`config.mk`:
```
export PLATFORM = sky130hd
export DESIGN_NAME = ac_exec_unit
export DESIGN_NICKNAME = d
export VERILOG_FILES = /design/src/rtl/ac_exec_unit.sv
export SDC_FILE = /design/constraint.sdc
export NUM_CORES = 1
export LEC_CHECK = 0
export CORE_MARGIN = 2
export CORE_UTILIZATION = 60
export CTS_CLUSTER_DIAMETER = 150
export DETAILED_ROUTE_END_ITERATION = 8
export HOLD_SLACK_MARGIN = 0.03
export PLACE_DENSITY_LB_ADDON = 0.15
export SETUP_SLACK_MARGIN = 0.2
export SLEW_MARGIN = 20
export SYNTH_ARGS = -nofsm -noshare
export SYNTH_HDL_FRONTEND = slang
export SYNTH_SLANG_ARGS = --single-unit
```
`constraint.sdc`:
```
create_clock -name clk -period 4.7 [get_ports clk]
set_clock_uncertainty 0.1 [all_clocks]
set_input_delay 0.705 -clock clk [delete_from_list [all_inputs] [get_ports clk]]
set_output_delay 0.705 -clock clk [all_outputs]
set_load 0.01 [all_outputs]
```
`src/rtl/ac_exec_unit.sv`:
```
// Accumulator (AC) and link flag (E) execution unit with a valid/ready op port.
// Every op except MUL completes at its accept edge; MUL is a WIDTH-cycle shift-add sequence.
module ac_exec_unit #(
  parameter int WIDTH  = 16,
  parameter int INPR_W = 8,
  parameter int MUL_EN = 1
) (
  input  logic              clk,
  input  logic              rst,
  input  logic              op_valid,
  output logic              op_ready,
  input  logic [3:0]        op_code,
  input  logic [WIDTH-1:0]  dr,
  input  logic [INPR_W-1:0] inpr,
  output logic [WIDTH-1:0]  ac,
  output logic              e,
  output logic              done,
  output logic              busy,
  output logic              ac_zero,
  output logic              ac_neg
);

  localparam int CNT_W = (WIDTH > 2) ? $clog2(WIDTH) : 1;

  localparam logic [3:0] OP_NOP = 4'd0,  OP_AND = 4'd1,  OP_ADD = 4'd2,  OP_LDA = 4'd3;
  localparam logic [3:0] OP_INP = 4'd4,  OP_CMA = 4'd5,  OP_CIL = 4'd6,  OP_CIR = 4'd7;
  localparam logic [3:0] OP_CLA = 4'd8,  OP_CLE = 4'd9,  OP_CME = 4'd10, OP_INC = 4'd11;
  localparam logic [3:0] OP_MUL = 4'd12, OP_SUB = 4'd13;

  typedef enum logic {IDLE, MUL} state_t;

  state_t               state_q;
  logic [WIDTH-1:0]     ac_q;
  logic                 e_q;
  logic                 done_q;
  logic [2*WIDTH-1:0]   mcand_q;
  logic [2*WIDTH-1:0]   prod_q;
  logic [WIDTH-1:0]     mplier_q;
  logic [CNT_W-1:0]     cnt_q;

  logic [WIDTH-1:0]     ac_d;
  logic                 e_d;
  logic [WIDTH:0]       add_sum;
  logic [WIDTH:0]       sub_sum;
  logic [2*WIDTH-1:0]   prod_d;
  logic                 accept;
  logic                 is_mul;

  assign busy     = (state_q == MUL);
  assign op_ready = ~busy;
  assign ac       = ac_q;
  assign e        = e_q;
  assign done     = done_q;
  assign ac_zero  = (ac_q == '0);
  assign ac_neg   = ac_q[WIDTH-1];

  assign accept = op_valid & op_ready;
  assign is_mul = (MUL_EN != 0) && (op_code == OP_MUL);

  // SUB is two's-complement addition, so the carry out reads as "no borrow".
  assign add_sum = {1'b0, ac_q} + {1'b0, dr};
  assign sub_sum = {1'b0, ac_q} + {1'b0, ~dr} + {{WIDTH{1'b0}}, 1'b1};

  // One shift-add step: multiplicand shifts left, multiplier bits consumed LSB first.
  assign prod_d = prod_q + (mplier_q[0] ? mcand_q : '0);

  always_comb begin
    ac_d = ac_q;
    e_d  = e_q;
    case (op_code)
      OP_AND: ac_d = ac_q & dr;
      OP_ADD: {e_d, ac_d} = add_sum;
      OP_LDA: ac_d = dr;
      OP_INP: ac_d = WIDTH'(inpr);
      OP_CMA: ac_d = ~ac_q;
      OP_CIL: {e_d, ac_d} = {ac_q, e_q};
      OP_CIR: {ac_d, e_d} = {e_q, ac_q};
      OP_CLA: ac_d = '0;
      OP_CLE: e_d = 1'b0;
      OP_CME: e_d = ~e_q;
      OP_INC: ac_d = ac_q + {{(WIDTH-1){1'b0}}, 1'b1};
      OP_SUB: {e_d, ac_d} = sub_sum;
      default: ;
    endcase
  end

  always_ff @(posedge clk or posedge rst) begin
    if (rst) begin
      state_q  <= IDLE;
      ac_q     <= '0;
      e_q      <= 1'b0;
      done_q   <= 1'b0;
      mcand_q  <= '0;
      prod_q   <= '0;
      mplier_q <= '0;
      cnt_q    <= '0;
    end else begin
      done_q <= 1'b0;
      case (state_q)
        IDLE: begin
          if (accept) begin
            if (is_mul) begin
              mcand_q  <= {{WIDTH{1'b0}}, ac_q};
              mplier_q <= dr;
              prod_q   <= '0;
              cnt_q    <= '0;
              state_q  <= MUL;
            end else begin
              ac_q   <= ac_d;
              e_q    <= e_d;
              done_q <= 1'b1;
            end
          end
        end
        MUL: begin
          prod_q   <= prod_d;
          mcand_q  <= mcand_q << 1;
          mplier_q <= mplier_q >> 1;
          cnt_q    <= cnt_q + 1'b1;
          if (cnt_q == CNT_W'(WIDTH - 1)) begin
            ac_q    <= prod_d[WIDTH-1:0];
            e_q     <= |prod_d[2*WIDTH-1:WIDTH];
            done_q  <= 1'b1;
            state_q <= IDLE;
          end
        end
        default: state_q <= IDLE;
      endcase
    end
  end

endmodule

```
**Yosys cells after proc, flatten, opt, wreduce, memory -nomap -nowiden**

Cells that the tools add are included.
W data, S select, Z words.

- Flip-flop bits (word level): 103
- Output and inout bits: 22
- Input bits: 31
- Logic and storage cells: 76

- Bitwise operators: 6
- Multiplexer cells: 31
- Equal/unequal tests: 20
- $add $sub $neg: 6
- Reductions and logical operators: 5

Operators by type and width:

| kind | number |
|---|---|
| $mux W32 | 5 |
| $pmux W16 S10 | 1 |
| $pmux W32 S2 | 2 |
| $mux W16 | 5 |
| $pmux W16 S2 | 2 |
| $add A16 B16 Y17 | 2 |
| $add A32 B32 Y32 | 1 |
| $not A16 Y16 | 2 |
| $eq A4 B4 Y1 const B | 7 |
| $add A17 B1 Y17 const B | 1 |
| $add A16 B1 Y16 const B | 1 |
| $and A16 B16 Y16 | 1 |
| $eq A4 B3 Y1 const B | 4 |
| $logic_not A16 Y1 | 1 |
| $reduce_or A16 Y1 | 1 |
| $ne A11 B1 Y1 const B | 1 |
| $mux W1 | 9 |
| $eq A4 B2 Y1 const B | 2 |
| $mux W4 | 2 |
| $pmux W4 S2 | 1 |
| $reduce_and A4 Y1 | 2 |
| $ne A7 B1 Y1 const B | 1 |
| $ne A2 B1 Y1 const B | 3 |
| $pmux W1 S2 | 3 |
| other kinds (7) | 8 |

**Logic depth before layout (Yosys ltp)**

Gate-level depths: netlist of the first run.

- Depth after elaboration: 7
- Gate-level depth with buffers: 14
- Gate-level depth less buffers: 13

**Worst setup path before layout of the first run**

No wires, ideal clock.

- Kind: reg-to-reg
- Start point: register mplier_q[0]
- End point: register e_q (netlist: e)
- Arrival time: 3.098 ns
- Period minus slack after synthesis: 3.331 ns
- Library setup time: 0.133 ns
- Buffers on the path: 1
- Required time: 4.467 ns
- Setup slack: 1.369 ns
- Cell stages (with the launch flop): 15
- Cells stage by stage: dfrtp_1 clkbuf_1 and2_1 ha_1 fa_1 a21o_1 a221oi_4 a2111oi_2 nor3_4 o21bai_2 a21oi_2 xnor2_1 or3_1 nor4_2 a31oi_1

- Longest elaborated chain between the ends: 5

Ends and longest elaborated chain:

| item | line | source |
|---|---|---|
| from (decl) | 38 | `logic [WIDTH-1:0] mplier_q;` |
| from (signal assigned) | 104 | `mplier_q <= dr;` |
| from (signal assigned) | 118 | `mplier_q <= mplier_q >> 1;` |
| $mux W32 | 65 | `assign prod_d = prod_q + (mplier_q[0] ? mcand_q : '0);` |
| $add A32 B32 Y32 | 65 |  |
| $reduce_or A16 Y1 | 122 | `e_q <= \|prod_d[2*WIDTH-1:WIDTH];` |
| $mux W1 | 120 | `if (cnt_q == CNT_W'(WIDTH - 1)) begin` |
| $pmux W1 S2 | 99 | `case (state_q)` |
| to (signal assigned) | 122 |  |
| to (decl) | 34 | `logic e_q;` |

No other way between the ends. The select of a mux whose other input is x is not followed.
A chain may end at the register's enable or synchronous reset.

**Worst setup path in the final report of the first run**

- Start point: input port dr[0]
- End point: register e_q (netlist: e)

- Longest elaborated chain between the ends: 7
- Elaborated cells on any way between the ends: 8
- Classes of those cells: 3 x add/sub; 4 x mux; 1 x bitwise

Ends and longest elaborated chain:

| item | line | source |
|---|---|---|
| from (decl) | 13 | `input logic [WIDTH-1:0] dr,` |
| $not A16 Y16 | 62 | `assign sub_sum = {1'b0, ac_q} + {1'b0, ~dr} + {{WIDTH{1'b0}}, 1'b1};` |
| $add A16 B16 Y17 | 62 |  |
| $add A17 B1 Y17 | 62 |  |
| $pmux W1 S6 (*) | 70 | `case (op_code)` |
| $mux W1 (*) | 102 | `if (is_mul) begin` |
| $mux W1 (*) | 101 | `if (accept) begin` |
| $pmux W1 S2 (*) | 99 |  |

Every way passes the cells marked *; elsewhere a longest branch is shown, timed or not. The select of a mux whose other input is x is not followed.

==> results of run 1 <==
==> synthesized netlist by cell type (8+ instances only) <==
library cell  instances
or3_1                10
clkbuf_1             65
nor2_1               79
a221oi_1             15
inv_1                48
o21ai_0             119
ha_1                 66
xnor2_1              30
a2111oi_0             9
nand4_1              10
o2111ai_1             8
and2_1               37
nand3_1              17
o22ai_1              12
nor3_1               24
a22o_1               10
a22oi_1              11
a211oi_1              8
nand2b_1             10
dfrtp_1             103
a21oi_1              98
xor2_1               11
mux2i_1              19
nand2_1             178
a21o_1               17
==> power by group through the flow <==
stage	sequential [W]	clock (W)	combinational [W]
after floorplan	0.00143	0	0.00190
after global placement	0.00166	0	0.00247
after detailed placement	0.00167	0	0.00250
after CTS	0.00166	0.000823	0.00251
after global routing	0.00173	0.000849	0.00283
final	0.00168	0.000811	0.00256
==> metal layers <==
metal	GRT usage [%]	part of all wire, %
met5	0	0
met4	14.1	3.4
met3	6.49	8.3
met2	58.0	47
met1	47.9	42
==> cell families after synthesis <==
logic type,after synthesis,share of synthesized area [%]
flip-flops,103,28.4
buffers and inverters,125,5.41
AND/OR/NAND/NOR,399,20.2
adder cells (fa/ha/maj),69,9.75
AO/OA/AOI/OAI,408,29.8
multiplexers,21,2.47
XOR/XNOR,41,3.95
==> state kept, by name, summed over array words and instances (netlist names) <==
signal and flops:
mplier_q 16, ac 16, e 1, cnt_q 4, mcand_q 32, done 1
prod_q 32, busy 1
==> metrics by stage <==
stage	std cells	hold WS, ns	instance area, um^2
global route	1366	0.418	10100
finish	1366	0.388	10100
global placement	1350	0.359	9740
floorplan	1166	0.350	9080
detailed placement	1350	0.374	9740
CTS	1366	0.394	10100
==> worst max-delay path: stages <==
cell	delay, ns
clkdlybuf4s50_1	0.47
ha_1	0.27
fa_1	0.44
nor2b_1	0.13
o21ai_1	0.09
a21boi_0	0.26
o41ai_1	0.14
o41ai_1	0.54
o211ai_1	0.30
a21oi_1	0.21
a2111oi_0	0.09
o31a_1	0.29
a31oi_1	0.17
==> final cells by class <==
cell class	count	area [um^2]
clock inverters	7	93.8
multi-input cells	938	6010
well taps	184	230
clock buffers	9	225
inverters	48	183
flip-flops and latches	103	2580
fillers	1253	4590
repair buffers	77	733
==> final timing paths <==
path / from / endpoint / slack, ns / depth (start not counted)
max in group asynchronous: rst / mplier_q[9] / 3.04 / 3
setup / recovery: dr[0] / e / 0.76 / 13
min in group asynchronous: rst / mcand_q[1] / 0.72 / 2
hold reg to reg: mplier_q[13] / mplier_q[12] / 0.39 / 2
setup reg to reg: ac[0] / e / 0.83 / 13
hold / removal: mplier_q[13] / mplier_q[12] / 0.39 / 2
==> impl_metrics.json, run 1 <==
{
  "port_buffers": 52,
  "antenna_found_initial": 0,
  "ir_drop_uv": 657,
  "cts_sinks": 103,
  "worstPathArrival_ns": 4.12,
  "via_per_inst": 6.65,
  "worstMarginPinSlew_ns": 0.851,
  "cts_made_buffers": 9,
  "yosys.area.top_type": "dfrtp_1",
  "fin_tns_setup_ns": 0,
  "cap_violations": 0,
  "critPathKind": "primary input to register",
  "dieArea_mm2": 0.0161,
  "p_sw_share_pct": 48.4,
  "required_ns": 4.89,
  "grt_pass1_wl_mm": 46.3,
  "die_w_um": 127,
  "outcome": "finished clean",
  "gp_congestion": 0.994,
  "ctsHoldBuffers": 0,
  "drive_above_1_share_pct": 6.09,
  "powerDensity_mw_per_mm2": 502,
  "synth_ff_type": "dfrtp_1",
  "rows": 44,
  "ioPinCount": 53,
  "clk_latency_ns": 0.37,
  "grt_pass1_vias": 8877,
  "cts.clk_slew.worst_paths_ns": 0.09,
  "vias": 9085,
  "synthArstFlopShare_pct": 100,
  "ant_nets": 0,
  "syn_area_per_cell_um2": 7.79,
  "final_common_cell": "nand2_1",
  "ys_seq_area_share_pct": 28.4,
  "dp_slack_ns": 0.488,
  "start_util_pct": 62.0,
  "pwr-share-comb_pct": 50.7,
  "ys_warn_count": 0,
  "wirelength_mm": 28.1,
  "mostFrequentLayoutCells": "nand2_1 (178), o21ai_0 (118), dfrtp_1 (102), a21oi_1 (98), nor2_1 (79)",
  "root_buffer": "clkbuf_16",
  "synth_top_area_share_pct": 28.4,
  "cts_buffer_depth": 2,
  "fin_util_pct": 68.7,
  "crit_fanout": 4,
  "grt-ovfl-total": 0,
  "total_power_w": 0.00505,
  "design.core.area_mm2": 0.0146,
  "sequentialPowerShare_pct": 33.3,
  "num_antenna_cells": 0,
  "synth.top_cells.by_area": "dfrtp_1 (28%), ha_1 (9.1%), nand2_1 (7.4%)",
  "cell_internal_pwr_w": 0.00260,
  "synth.distinct_cells": 87,
  "setup_viol": 0,
  "drc_errors": 0,
  "hold_path.class": "register to register",
  "nets": 1277,
  "clkPwrFrac_pct": 16.1,
  "htree_levels": 3,
  "wl_per_cell_um": 20.6,
  "power.leakage_nw": 4.46,
  "fin_crit_sh_pct": 83.7,
  "slew-limit-headroom_pct": 41.8,
  "synth-seq-cells": 103,
  "drt_pass1_iterations": 7,
  "synth_fp_nets": 1266,
  "cp-end-kind": "register",
  "hpwlAfterDp_mm": 20.1,
  "syn_area_mm2": 0.00908,
  "die_h_um": 127,
  "drtIter0Drc": 814,
  "cts_setup_buffers": 0,
  "fin_ws_ns": 0.765,
  "synthCells": 1166,
  "p_sw_w": 0.00244,
  "cts_tree": "built",
  "cp-start-kind": "primary input",
  "rsz0062_at_grt": "false",
  "grt_usage_pct": 35.8,
  "syn_to_final_growth_pct": 10.8,
  "min_period_ns": 3.94,
  "cts_resized": 0,
  "max_freq_ghz": 0.254,
  "synth-edff-count": 0,
  "hold_violations": 0,
  "slew_violations": 0,
  "grt_max_degree": 86
}
No activity file was read; power rests on OpenSTA's default activity.
==> run 2, diff against run 1 <==
- CORE_UTILIZATION: 60 -> 56
- clock period: 4.7 -> 3.6 ns (I/O delays scaled with it)
==> run 2 against run 1 <==
The run now ends with negative setup slack left. Global-route usage increased by 0.17 points. Final area increased by 15%. Worst setup slack got worse by 0.79 ns. Critical path depth increased by 2. Total power increased by 47%. Clock power increased by 32%. Sequential share of layout area decreased by 3.3 points. Count of clock-buffer cells in the layout unchanged. Critical path type is now register to register.
==> impl_metrics.json, run 2 (same netlist as run 1, synthesis figures left out) <==
{
  "cts_sinks": 103,
  "fin_crit_sh_pct": 101,
  "num-fill-cells": 1275,
  "ioPinCount": 53,
  "top_usage_layer": "met2",
  "grt_usage_pct": 36.0,
  "wl_per_cell_um": 20.7,
  "drt_pass1_iterations": 6,
  "grt-ovfl-total": 0,
  "use_met1_pct": 52.6,
  "slew-limit-headroom_pct": 44.4,
  "gp_congestion": 0.972,
  "root_buffer": "clkbuf_16",
  "syn_to_final_growth_pct": 27.0,
  "worstMarginPinSlew_ns": 0.828,
  "port_buffers": 52,
  "ir_drop_uv": 546,
  "placed_cells_incl_taps": 1498,
  "design.core.area_mm2": 0.0159,
  "power.leakage_nw": 5.12,
  "required_ns": 3.74,
  "start_util_pct": 57.2,
  "drc_errors": 0,
  "hold_path.class": "primary input to async pin",
  "nets": 1403,
  "htree_levels": 3,
  "rsz0062_at_grt": "true",
  "cts_buffer_depth": 2,
  "wirelength_mm": 31.6,
  "final_common_cell": "nand2_1",
  "grt_max_degree": 95,
  "met2_usage_pct": 52.7,
  "fin_util_pct": 72.6,
  "dieArea_mm2": 0.0173,
  "vias": 9686,
  "grt_use_met3_pct": 6.21,
  "rows": 46,
  "path_cells": "and2_4 -> ha_4 -> fa_2 -> a21o_1 -> a221oi_4 -> buf_6 -> a2111oi_4 -> nor3_4 -> o21ai_2 -> a21oi_2 -> xnor2_1 -> or3_1 -> nor4_2 -> buf_4 -> a31oi_1",
  "powerDensity_mw_per_mm2": 645,
  "grt_pass1_vias": 9158,
  "cp-end-kind": "register",
  "slowest_delay_ns": 0.44,
  "ant_nets": 0,
  "cts_made_buffers": 9,
  "ctsHoldBuffers": 0,
  "crit_fanout": 5,
  "final_cells": 1524,
  "worstPathArrival_ns": 3.76,
  "die_h_um": 131,
  "reg_top3": "mcand_q x32, prod_q x32",
  "cap_violations": 0,
  "via_per_inst": 6.36,
  "cp-start-kind": "register",
  "slew_violations": 0,
  "cpMaxStageDelayCell": "dfrtp_1",
  "clk_latency_ns": 0.38,
  "num_antenna_cells": 0,
  "fin_ws_ns": -0.0221,
  "violations": "negative setup slack",
  "drtIter0Drc": 1186,
  "antenna_found_initial": 0,
  "min_period_ns": 3.62,
  "cts_tree": "built",
  "max_freq_ghz": 0.276,
  "die_w_um": 131,
  "cts.clk_slew.worst_paths_ns": 0.09,
  "hold_violations": 0,
  "hpwlAfterDp_mm": 22.5,
  "drive_above_1_share_pct": 20.1,
  "mostFrequentLayoutCells": "nand2_1 (175), buf_4 (144), o21ai_0 (115), dfrtp_1 (102), a21oi_1 (92)",
  "grt_pass1_wl_mm": 49.7,
  "critPathKind": "register to register",
  "setup_viol": 1,
  "outcome": "finished, violations left"
}
==> run 2: changes by cell type in the layout (fill, tap and decap cells not counted), sizes merged <==
cell / change
clkdlybuf4s50: -1
buf: +126
dlygate4sd2: +1
==> run 2: layout make-up <==
class | count | area [um^2] | area share [%]
flip-flops and latches | 103 | 2580 | 22.4
multi-input cells | 938 | 6480 | 56.2
clock inverters | 7 | 88.8 | 0.771
inverters | 48 | 183 | 1.58
clock buffers | 9 | 225 | 1.95
well taps | 216 | 270 | 2.34
repair buffers | 203 | 1700 | 14.7
==> run 2: stage by stage <==
| step | hold slack [ns] | setup slack [ns] | instance area, um^2 | power (W) | TNS, ns |
|---|---|---|---|---|---|
| global route | 0.413 | -0.143 | 11500 | 0.00793 | -0.143 |
| floorplan | 0.350 | 0.256 | 9080 | 0.00435 | 0 |
| global placement | 0.360 | -0.288 | 10700 | 0.00590 | -0.798 |
| finish | 0.369 | -0.0221 | 11500 | 0.00743 | -0.0221 |
| detailed placement | 0.370 | -0.363 | 10700 | 0.00596 | -1.06 |
| CTS | 0.379 | -0.0641 | 11200 | 0.00712 | -0.0641 |
==> run 2: critical path, delay by kind of cell (launching register included) <==
family	cells	cell delay, ns
XOR/XNOR	1	0.10
adder cells (fa/ha/maj)	2	0.52
AO/OA/AOI/OAI	6	0.96
buffers and inverters	2	0.34
flip-flops	1	0.44
AND/OR/NAND/NOR	4	1.05
==> run 2: metal layers <==
layer,share of wire (%),wire (um),vias up
li1,-,-,4511
met1,44,13900,4570
met2,43,13600,511
met3,8.9,2810,94
met4,3.9,1240,0
met5,0,0,-
==> run 2: path summary, 6_finish.rpt <==
path	slack [ns]	depth (start not counted)	startpoint	end
hold reg to reg	0.39	2	mplier_q[11]	mplier_q[10]
setup / recovery	-0.02	15	mplier_q[0]	e
hold / removal	0.37	2	rst	prod_q[28]
min in group clk	0.39	2	mplier_q[11]	mplier_q[10]
max in group asynchronous	2.26	3	rst	busy
setup reg to reg	-0.02	15	mplier_q[0]	e
==> run 2: power breakdown <==
part	total, W	internal [W]	switching (W)
registers	0.00197	0.00156	0.000416
clock network	0.00107	0.000506	0.000565
logic	0.00439	0.00187	0.00251
==> run 2: repair_timing <==
| action | 4_1_cts | 5_1_grt |
|---|---|---|
| hold endpoints to repair | 0 | 0 |
| buffers inserted | 5 | 5 |
| setup endpoints to repair | 5 | 9 |
| resized for setup | 28 | 68 |
| pin swaps | 12 | 34 |
==> run 3, diff against run 2 <==
- GPL_ROUTABILITY_DRIVEN: unset -> 0
==> run 3 against run 2 <==
The flow finishes with violations (design-rule violations). Cell count shrank 1.7%. First-iteration DRC count grew 20%. Sequential power grew 2%. Worst setup slack gained 0.068 ns. Sequential share of layout area grew 0.99 points. Clock power shrank 7%. Highest routed layer unchanged. Critical path depth is the same. Via count grew 0.70%. Total power shrank 4.4%. Critical endpoint unchanged. Global-route usage shrank 1.7 points. Final area shrank 4.2%.
==> impl_metrics.json, run 3 (same netlist as run 1, synthesis figures left out) <==
{
  "outcome": "finished, violations left",
  "violations": "design-rule violations",
  "rsz0062_at_grt": "true",
  "path_cells": "buf_4 -> buf_4 -> and2_1 -> ha_1 -> and3_1 -> nand4_1 -> a21oi_1 -> nor3_4 -> o21ai_2 -> a21oi_2 -> xnor2_1 -> or3_1 -> nor4_2 -> buf_4 -> a31oi_1",
  "total_power_w": 0.00711,
  "htree_levels": 3,
  "port_buffers": 52,
  "cap_violations": 0,
  "critPathKind": "register to register",
  "ir_drop_uv": 472,
  "cp-end-kind": "register",
  "critPathTopFamily": "simple AND/OR/NAND/NOR gates",
  "final_common_cell": "nand2_1",
  "design.core.area_mm2": 0.0159,
  "ctsHoldBuffers": 0,
  "grt_pass1_vias": 8846,
  "cts_tree": "built",
  "hold_violations": 0,
  "worstPathArrival_ns": 3.71,
  "drc_errors": 5,
  "slew-limit-headroom_pct": 36.8,
  "cpMostUsedCell": "buf_4",
  "wl_per_cell_um": 20.1,
  "cts.clk_slew.worst_paths_ns": 0.08,
  "die_h_um": 131,
  "ant_nets": 0,
  "sequentialPowerShare_pct": 28.3,
  "vias": 9754,
  "syn_to_final_growth_pct": 21.6,
  "grt_pass1_wl_mm": 47.7,
  "required_ns": 3.75,
  "crit_fanout": 13,
  "start_util_pct": 57.2,
  "pwr-share-comb_pct": 57.7,
  "reg_top3": "mcand_q x32, prod_q x32",
  "worstMarginPinSlew_ns": 0.941,
  "crit_start": "mplier_q[0]",
  "hpwlAfterDp_mm": 21.5,
  "min_period_ns": 3.55,
  "num-fill-cells": 1339,
  "via_per_inst": 6.51,
  "max_freq_ghz": 0.281,
  "cp-start-kind": "register",
  "cts_buffer_depth": 2,
  "rows": 46,
  "grt_max_degree": 159,
  "drtIter0Drc": 1425,
  "powerDensity_mw_per_mm2": 643,
  "num_antenna_cells": 0,
  "drt_pass1_iterations": 9,
  "dieArea_mm2": 0.0173,
  "min_from": "mplier_q[10]",
  "antenna_found_initial": 0,
  "nets": 1377,
  "regArea_mm2": 0.00258,
  "cpMaxStageDelayCell": "dfrtp_2",
  "p_sw_share_pct": 47.2,
  "place_area_mm2": 0.0105,
  "hold_path.class": "register to register",
  "wirelength_mm": 30.1,
  "grt-ovfl-total": 0,
  "crit_buf_inv": 3,
  "fin_crit_sh_pct": 98.7,
  "setup_viol": 0,
  "ioPinCount": 53,
  "p_sw_w": 0.00335,
  "cts_sinks": 103,
  "slew_violations": 0,
  "clkPwrFrac_pct": 14.1,
  "drive_above_1_share_pct": 15.6,
  "slowest_delay_ns": 0.45,
  "reg2reg_from": "mplier_q[0]",
  "power.leakage_nw": 4.99,
  "cts_made_buffers": 9,
  "cell_internal_pwr_w": 0.00375,
  "fin_area_mm2": 0.0110,
  "multi_input_area_mm2": 0.00622,
  "die_w_um": 131,
  "root_buffer": "clkbuf_16",
  "clk_latency_ns": 0.36,
  "grt_usage_pct": 34.3,
  "mostFrequentLayoutCells": "nand2_1 (178), buf_4 (121), o21ai_0 (117), dfrtp_1 (101), a21oi_1 (95)"
}
-- run 3: changes by cell type in the layout (fill, tap and decap cells not counted), sizes merged --
| cell | before | now |
|---|---|---|
| buf | 151 | 125 |
| clkinv | 3 | 1 |
| clkinvlp | 0 | 1 |
| dlygate4sd2 | 1 | 0 |
| dlymetal6s2s | 0 | 1 |
| inv | 52 | 53 |
-- run 3: metrics by stage --
stage | setup WS (ns) | hold slack (ns) | cells | utilization [%] | setup TNS, ns
finish | 0.0463 | 0.385 | 1498 | 69.5 | 0
global route | -0.0584 | 0.413 | 1498 | 69.5 | -0.0584
CTS | 0.0338 | 0.392 | 1491 | 68.0 | 0
detailed placement | -0.254 | 0.366 | 1475 | 66.0 | -0.831
global placement | -0.191 | 0.354 | 1475 | 66.0 | -0.518
floorplan | 0.256 | 0.350 | 1166 | - | 0
-- run 3: final timing paths --
| kind | to | slack, ns | depth (start not counted) |
|---|---|---|---|
| min in group asynchronous | prod_q[17] | 0.43 | 2 |
| min reg2reg | mplier_q[9] | 0.39 | 2 |
| max in group asynchronous | mcand_q[14] | 2.28 | 3 |
| max | e | 0.05 | 15 |
| min | mplier_q[9] | 0.39 | 2 |
| max reg2reg | e | 0.05 | 15 |
-- run 3: layout make-up --
type,count,area share [%]
Timing Repair Buffer,177,13.6
Clock buffer,9,2.04
Inverter,48,1.65
Sequential cell,103,23.4
Clock inverter,7,0.555
Multi-Input combinational cell,938,56.3
Tap cell,216,2.45
-- run 3: worst register-to-register path, stage by stage, from the launching register on --
cell,delay (ns)
dfrtp_2,0.45
buf_4,0.19
buf_4,0.19
and2_1,0.17
ha_1,0.30
and3_1,0.19
nand4_1,0.19
a21oi_1,0.31
nor3_4,0.11
o21ai_2,0.19
a21oi_2,0.08
xnor2_1,0.14
or3_1,0.37
nor4_2,0.22
buf_4,0.16
a31oi_1,0.08
-- run 3: power groups by stage --
| stage | Sequential [W] | Clock [W] | Combinational [W] |
|---|---|---|---|
| CTS | 0.00197 | 0.00102 | 0.00386 |
| global route | 0.00205 | 0.00106 | 0.00445 |
| global placement | 0.00198 | 0 | 0.00376 |
| finish | 0.00201 | 0.000999 | 0.00410 |
| floorplan | 0.00187 | 0 | 0.00247 |
| detailed placement | 0.00199 | 0 | 0.00382 |
-- run 3: what timing repair did --
action,in CTS,in global routing
setup buffers,0,7
hold endpoints to repair,0,0
pin swaps,1,15
gates resized for setup,5,37
endpoints found under the setup margin,4,11
-- run 3: metal layers --
layer | GRT usage, % | vias up | routed length [um]
met2 | 49.7 | 620 | 12500
met4 | 15.0 | 0 | 1580
li1 | - | 4454 | -
met5 | 0 | - | 0
met3 | 7.99 | 139 | 3380
met1 | 48.8 | 4541 | 12700
